$ cat src/rtl/sync_fifo_lvl.sv
// ============================================================================
// sync_fifo_lvl : single-clock FIFO with registered/FWFT read, fill level and
//                 almost-full/almost-empty flags; sticky ovf/udf under FIFO_ERR_EN
// Revision      : 1.0
// ============================================================================
`default_nettype none

module sync_fifo_lvl #(
  parameter  int WIDTH      = 8,
  parameter  int DEPTH      = 16,
  parameter  int FWFT       = 0,
  parameter  int AFULL_TH   = DEPTH - 2,
  parameter  int AEMPTY_TH  = 2,
  localparam int ADDR_WIDTH = $clog2(DEPTH)
) (
  input  logic                  clk,
  input  logic                  rst,
  input  logic                  winc,
  input  logic [WIDTH-1:0]      wdata,
  input  logic                  rinc,
  output logic                  wfull,
  output logic                  rempty,
  output logic                  afull,
  output logic                  aempty,
  output logic [ADDR_WIDTH:0]   count,
  output logic                  rvalid,
  output logic [WIDTH-1:0]      rdata
`ifdef FIFO_ERR_EN
  ,
  input  logic                  err_clr,
  output logic                  ovf,
  output logic                  udf
`endif
);

  localparam logic [ADDR_WIDTH:0] AFULL_LVL  = (ADDR_WIDTH+1)'(AFULL_TH);
  localparam logic [ADDR_WIDTH:0] AEMPTY_LVL = (ADDR_WIDTH+1)'(AEMPTY_TH);

  logic [WIDTH-1:0]      mem_q [DEPTH];
  logic [ADDR_WIDTH:0]   wptr_q, wptr_d;
  logic [ADDR_WIDTH:0]   rptr_q, rptr_d;
  logic [ADDR_WIDTH-1:0] waddr, raddr;
  logic                  wen, ren;

  assign waddr  = wptr_q[ADDR_WIDTH-1:0];
  assign raddr  = rptr_q[ADDR_WIDTH-1:0];
  assign count  = wptr_q - rptr_q;
  assign rempty = (count == '0);
  assign wfull  = (waddr == raddr) && (wptr_q[ADDR_WIDTH] != rptr_q[ADDR_WIDTH]);
  assign afull  = (count >= AFULL_LVL);
  assign aempty = (count <= AEMPTY_LVL);

  assign wen = winc & ~wfull;
  assign ren = rinc & ~rempty;

  always_comb begin
    wptr_d = wptr_q + {{ADDR_WIDTH{1'b0}}, wen};
    rptr_d = rptr_q + {{ADDR_WIDTH{1'b0}}, ren};
  end

  always_ff @(posedge clk) begin
    if (rst) begin
      wptr_q <= '0;
      rptr_q <= '0;
    end else begin
      wptr_q <= wptr_d;
      rptr_q <= rptr_d;
    end
  end

  // Storage is deliberately left out of reset; only the pointers define contents.
  always_ff @(posedge clk) begin
    if (!rst && wen) begin
      mem_q[waddr] <= wdata;
    end
  end

  generate
    if (FWFT != 0) begin : g_fwft
      assign rdata  = mem_q[raddr];
      assign rvalid = ~rempty;
    end else begin : g_reg_read
      logic             rvalid_q, rvalid_d;
      logic [WIDTH-1:0] rdata_q, rdata_d;

      always_comb begin
        rvalid_d = ren;
        rdata_d  = rdata_q;
        if (ren) begin
          rdata_d = mem_q[raddr];
        end
      end

      always_ff @(posedge clk) begin
        if (rst) begin
          rvalid_q <= 1'b0;
          rdata_q  <= '0;
        end else begin
          rvalid_q <= rvalid_d;
          rdata_q  <= rdata_d;
        end
      end

      assign rvalid = rvalid_q;
      assign rdata  = rdata_q;
    end
  endgenerate

`ifdef FIFO_ERR_EN
  logic ovf_q, ovf_d;
  logic udf_q, udf_d;

  // A new error event takes priority over a simultaneous clear.
  always_comb begin
    ovf_d = ovf_q;
    udf_d = udf_q;
    if (err_clr) begin
      ovf_d = 1'b0;
      udf_d = 1'b0;
    end
    if (winc && wfull) begin
      ovf_d = 1'b1;
    end
    if (rinc && rempty) begin
      udf_d = 1'b1;
    end
  end

  always_ff @(posedge clk) begin
    if (rst) begin
      ovf_q <= 1'b0;
      udf_q <= 1'b0;
    end else begin
      ovf_q <= ovf_d;
      udf_q <= udf_d;
    end
  end

  assign ovf = ovf_q;
  assign udf = udf_q;
`endif

endmodule

`default_nettype wire

$ cat config.mk
export PLATFORM = sky130hd
export DESIGN_NAME = sync_fifo_lvl
export DESIGN_NICKNAME = d
export VERILOG_FILES = /design/src/rtl/sync_fifo_lvl.sv
export SDC_FILE = /design/constraint.sdc
export NUM_CORES = 1
export LEC_CHECK = 0
export CAP_MARGIN = 20
export CORE_MARGIN = 2
export CORE_UTILIZATION = 45
export CTS_CLUSTER_DIAMETER = 100
export DETAILED_ROUTE_END_ITERATION = 8
export PLACE_DENSITY_LB_ADDON = 0.08
export SETUP_SLACK_MARGIN = 0.1
export SLEW_MARGIN = 20
export SYNTH_ARGS = -nofsm -noshare
export SYNTH_HDL_FRONTEND = slang
export SYNTH_SLANG_ARGS = --single-unit
$ cat constraint.sdc
create_clock -name clk -period 2.7 [get_ports clk]
set_input_delay 0.675 -clock clk [delete_from_list [all_inputs] [get_ports clk]]
set_output_delay 0.675 -clock clk [all_outputs]
set_load 0.03 [all_outputs]
### Yosys cells after proc, flatten, opt, wreduce, memory -nomap -nowiden

Memories as Yosys holds them, arrays and structs flattened. A register that Yosys moved wholly into a read port is not among the register bits.
Cells that the tools add are included.

* flip-flop bits (word level): 11
* bits in writable memories: 128
* output and inout bits: 18
* logic and storage cells: 21
* memories kept: 1

Memories
* mem_q: words 16, bits a word 8, rd ports 1, clocked after Yosys merged registers in 1, write ports 1, line 39 `logic [WIDTH-1:0] mem_q [DEPTH];`

* add/subtract/negate cells: 3
* order comparisons: 2
* equality and inequality tests: 2
* mux-type cells: 2
* bitwise operators: 4
* reduce and logical (&&, ||, !) cells: 4

Operator list (number)
* $add A5 B1 Y5: 2
* $ge A5 B4 Y1 const B: 1
* $le A5 B2 Y1 const B: 1
* $logic_not A5 Y1: 1
* $sub A5 B5 Y5: 1
* $eq A4 B4 Y1: 1
* $and A1 B1 Y1: 2
* $logic_and A1 B1 Y1: 2
* $mux W1: 2
* $not A1 Y1: 2
* $logic_not A1 Y1: 1
* $ne A1 B1 Y1: 1

### Longest topological paths before layout

* word-level depth: 7
* depth in mapped cells: 13
* depth with buffers taken out: 13

### Worst setup path after synthesis

No wires, ideal clock.

* kind: flip-flop to output port
* from: register rptr_q[1]
* to: output aempty
* arrival time: 2.435 ns
* data required time: 2.025 ns
* setup slack: -0.410 ns
* cell stages (with the launch flop): 10
* buffers on the path: 3
* path through: dfxtp_1 buf_6 clkbuf_1 inv_1 fa_1 nor2_1 a32oi_1 o22a_1 buf_4 a21oi_1

* word-level cells in the longest chain between the ends: 2

Ends and longest elaborated chain
* start, declared: line 41 `logic [ADDR_WIDTH:0] rptr_q, rptr_d;`
* start signal, assigned: line 67 `rptr_q <= rptr_d;`
* $sub A5 B5 Y5: line 47 `assign count = wptr_q - rptr_q;`
* $le A5 B2 Y1: line 51 `assign aempty = (count <= AEMPTY_LVL);`
* end, declared: line 24 `output logic aempty,`

Every way passes these cells.

### Worst setup path after layout

* from: register wptr_q[0]
* to: output afull

* word-level cells in the longest chain between the ends: 2

Ends and longest elaborated chain
* start, declared: line 40 `logic [ADDR_WIDTH:0] wptr_q, wptr_d;`
* start signal, assigned: line 66 `wptr_q <= wptr_d;`
* $sub A5 B5 Y5: line 47
* $ge A5 B4 Y1: line 50 `assign afull = (count >= AFULL_LVL);`
* end, declared: line 23 `output logic afull,`

Every way passes these cells.

==> impl_metrics.env <==
export IMPL_syn_avg_cell_area_um2=17.3
export IMPL_worst_r2r_path_depth=14
export IMPL_maxCapViolations=0
export IMPL_synthCells=353
export IMPL_core_area_um2=13200
export IMPL_violations="negative setup slack"
export IMPL_n_antenna_cell=0
export IMPL_cts_tree="yes"
export IMPL_max_stage_delay_ps=360
export IMPL_wl_met1_um=5780
export IMPL_clock_sinks=147
export IMPL_port_buffer_count=29
export IMPL_ys_warn_count=0
export IMPL_clk_path_buf_depth=2
export IMPL_fin_crit_ps=2900
export IMPL_ant_nets=0
export IMPL_hold_viol_final=0
export IMPL_required_ps=2030
export IMPL_chipWidth_um=121
export IMPL_ctsHoldBuffers=0
export IMPL_dr_pass1_iters=4
export IMPL_ir_drop_v=0.000477
export IMPL_die_area_um2=14500
export IMPL_crit_chain="inv_2 > ha_4 > inv_2 > fa_2 > buf_6 > a21o_1 > a21oi_4 > xnor2_4 > a31o_4 > buf_6"
export IMPL_timing_hold_ws_ps=473
export IMPL_relSlewSlack=0.401
export IMPL_vias=3403
export IMPL_wirelength_um=13400
export IMPL_nNetsFinal=452
export IMPL_highest_layer="met4"
export IMPL_grt_ovfl_total=0
export IMPL_start_kind="register"
export IMPL_synthesis_nets=374
export IMPL_drc_errors=0
export IMPL_drt_vias_per_instance=5.51
export IMPL_async_flop_share=0
export IMPL_end_kind="output port"
export IMPL_syn_area_um2=6110
export IMPL_ys_types=43
export IMPL_final_layout_size_suffix_gt1_frac=0.305
export IMPL_met3_length_um=509
export IMPL_fin_util=0.574
export IMPL_path_clk_slew_ps=60
export IMPL_ys_seq_area_frac=0.691
export IMPL_hold_path_class="register to register"
export IMPL_final_cell_mix="edfxtp_1, buf_4, mux2i_1, nor2_1, clkdlybuf4s50_1"
export IMPL_place_ws_ps=-327
export IMPL_cp_slowest_cell="fa_2"
export IMPL_ys_flop_type="edfxtp_1"
export IMPL_htreeDepth=4
export IMPL_area_growth_pct=24.4
export IMPL_drt_wirelength_per_cell_um=21.6
export IMPL_grt_total_usage=0.201
export IMPL_arrival_ps=2230
export IMPL_crit_type="register to output port"
export IMPL_rsz0062_at_grt="true"
export IMPL_status="complete, but fails checks"
export IMPL_cts_root_buf="clkbuf_16"
export IMPL_finalClockSkew_ps=8.61
export IMPL_grt_max_degree=48
export IMPL_io_pins=30
export IMPL_initial_utilization=0.462
export IMPL_min_period_over_period=1.08
export IMPL_max_clock_freq_mhz=344
export IMPL_holdPathStages=2
export IMPL_pwr_density_cell_nw_per_um2=909
export IMPL_wl_met2_um=6800
export IMPL_clkLatencyLatePin_ps=410
export IMPL_layout_setup_ws_ps=-205
export IMPL_die_y_um=121
export IMPL_synth_edf_count=128
export IMPL_gp_congestion=0.849
export IMPL_p_leak_nw=2.66
export IMPL_grt_pass1_vias=3441
export IMPL_final_max_slew_viol_count=0
export IMPL_numCtsBuffers=17
export IMPL_grt_pass1_wl_um=20700
export IMPL_ys_ff_latch=147
export IMPL_critPathMaxFanout=3
export IMPL_rows=42
export IMPL_final_common_cell="edfxtp_1"
export IMPL_drt_iter0_markers=191
export IMPL_setup_viol=4
export IMPL_max_slew_worst_pin_slew_ps=899
export IMPL_nFillCells=1055
export IMPL_hpwl_um=8730
export IMPL_antenna_found_initial=0
==> report_power, final <==
| part | switching [mW] | internal, mW |
|---|---|---|
| Combinational | 1.08 | 0.981 |
| Clock | 0.888 | 1.35 |
| Sequential | 0.0511 | 2.56 |
| Total | 2.02 | 4.89 |
==> final timing paths <==
path / slack, ps / from / end
max: -200 / wptr_q[0] / afull
min: 470 / rdata[3] / rdata[3]
max reg2reg: 250 / wptr_q[0] / rptr_q[4]
min reg2reg: 470 / rdata[3] / rdata[3]
==> synthesized netlist by cell type, types with 5 or more instances <==
master,number,share of area
nor2_1,22,0.014
xnor2_1,7,0.010
a22oi_1,7,0.0086
o21ai_0,7,0.0057
ha_1,8,0.016
a21oi_1,5,0.0041
buf_6,7,0.013
mux2i_1,31,0.051
clkbuf_1,6,0.0037
mux4_2,12,0.044
mux4_1,6,0.026
o211a_1,7,0.011
nor2b_1,5,0.0051
a221oi_1,12,0.017
nand3_1,6,0.0049
o2111ai_1,7,0.010
edfxtp_1,128,0.63
inv_1,8,0.0049
dfxtp_1,19,0.062
==> flip-flops by register name (all words and copies together), names as in the netlist <==
register,flops
mem_q,128
wptr_q,5
rdata,8
rvalid,1
rptr_q,5
==> kinds of logic after synthesis <==
kind of cell | count (synthesis) | share of synthesized area
adders and majority gates | 9 | 0.0197
DFF | 147 | 0.691
AOI/OAI and AO/OA | 56 | 0.0733
and+or+nand+nor | 51 | 0.0418
buffers and inverters | 29 | 0.0332
xor gates and xnor gates | 12 | 0.0203
muxes | 49 | 0.121
==> layout make-up <==
type                            count  area, um^2  area share
Sequential cell                   147        4230       0.556
Multi-Input combinational cell    177        1870       0.246
Timing Repair Buffer               79         683      0.0899
Clock buffer                       18         429      0.0565
Tap cell                          176         220      0.0290
Clock inverter                     12         134      0.0176
Inverter                            9        33.8     0.00444
==> worst max-delay path: cells and delay by family (launching register included) <==
| kind | cells | cell delay (ps) |
|---|---|---|
| AOI/OAI and AO/OA | 3 | 570 |
| xor gates and xnor gates | 1 | 90 |
| DFF | 1 | 320 |
| adders and majority gates | 2 | 480 |
| buffers and inverters | 4 | 360 |
==> routing by layer <==
layer | GRT usage | up-vias
li1 | - | 1588
met1 | 0.261 | 1721
met2 | 0.326 | 75
met3 | 0.0505 | 19
met4 | 0.0749 | 0
met5 | 0 | -
==> what timing repair did <==
item                                    in CTS  in global routing
gates resized for setup                     30                  8
setup buffers                                3                  2
pin swaps                                    7                  2
endpoints found under the setup margin       8                  9
gates cloned                                 0                  0
hold endpoints to repair                     0                  0
==> through the flow <==
step	area (um^2)	cells	TNS, ps	power, mW
floorplan	6240	353	0	4.01
global placement	6880	583	-602	4.55
detailed placement	6880	583	-638	4.55
CTS	7530	616	-716	6.89
global route	7600	618	-1050	7.21
finish	7600	618	-667	6.91
No activity file was read; power rests on OpenSTA's default activity.
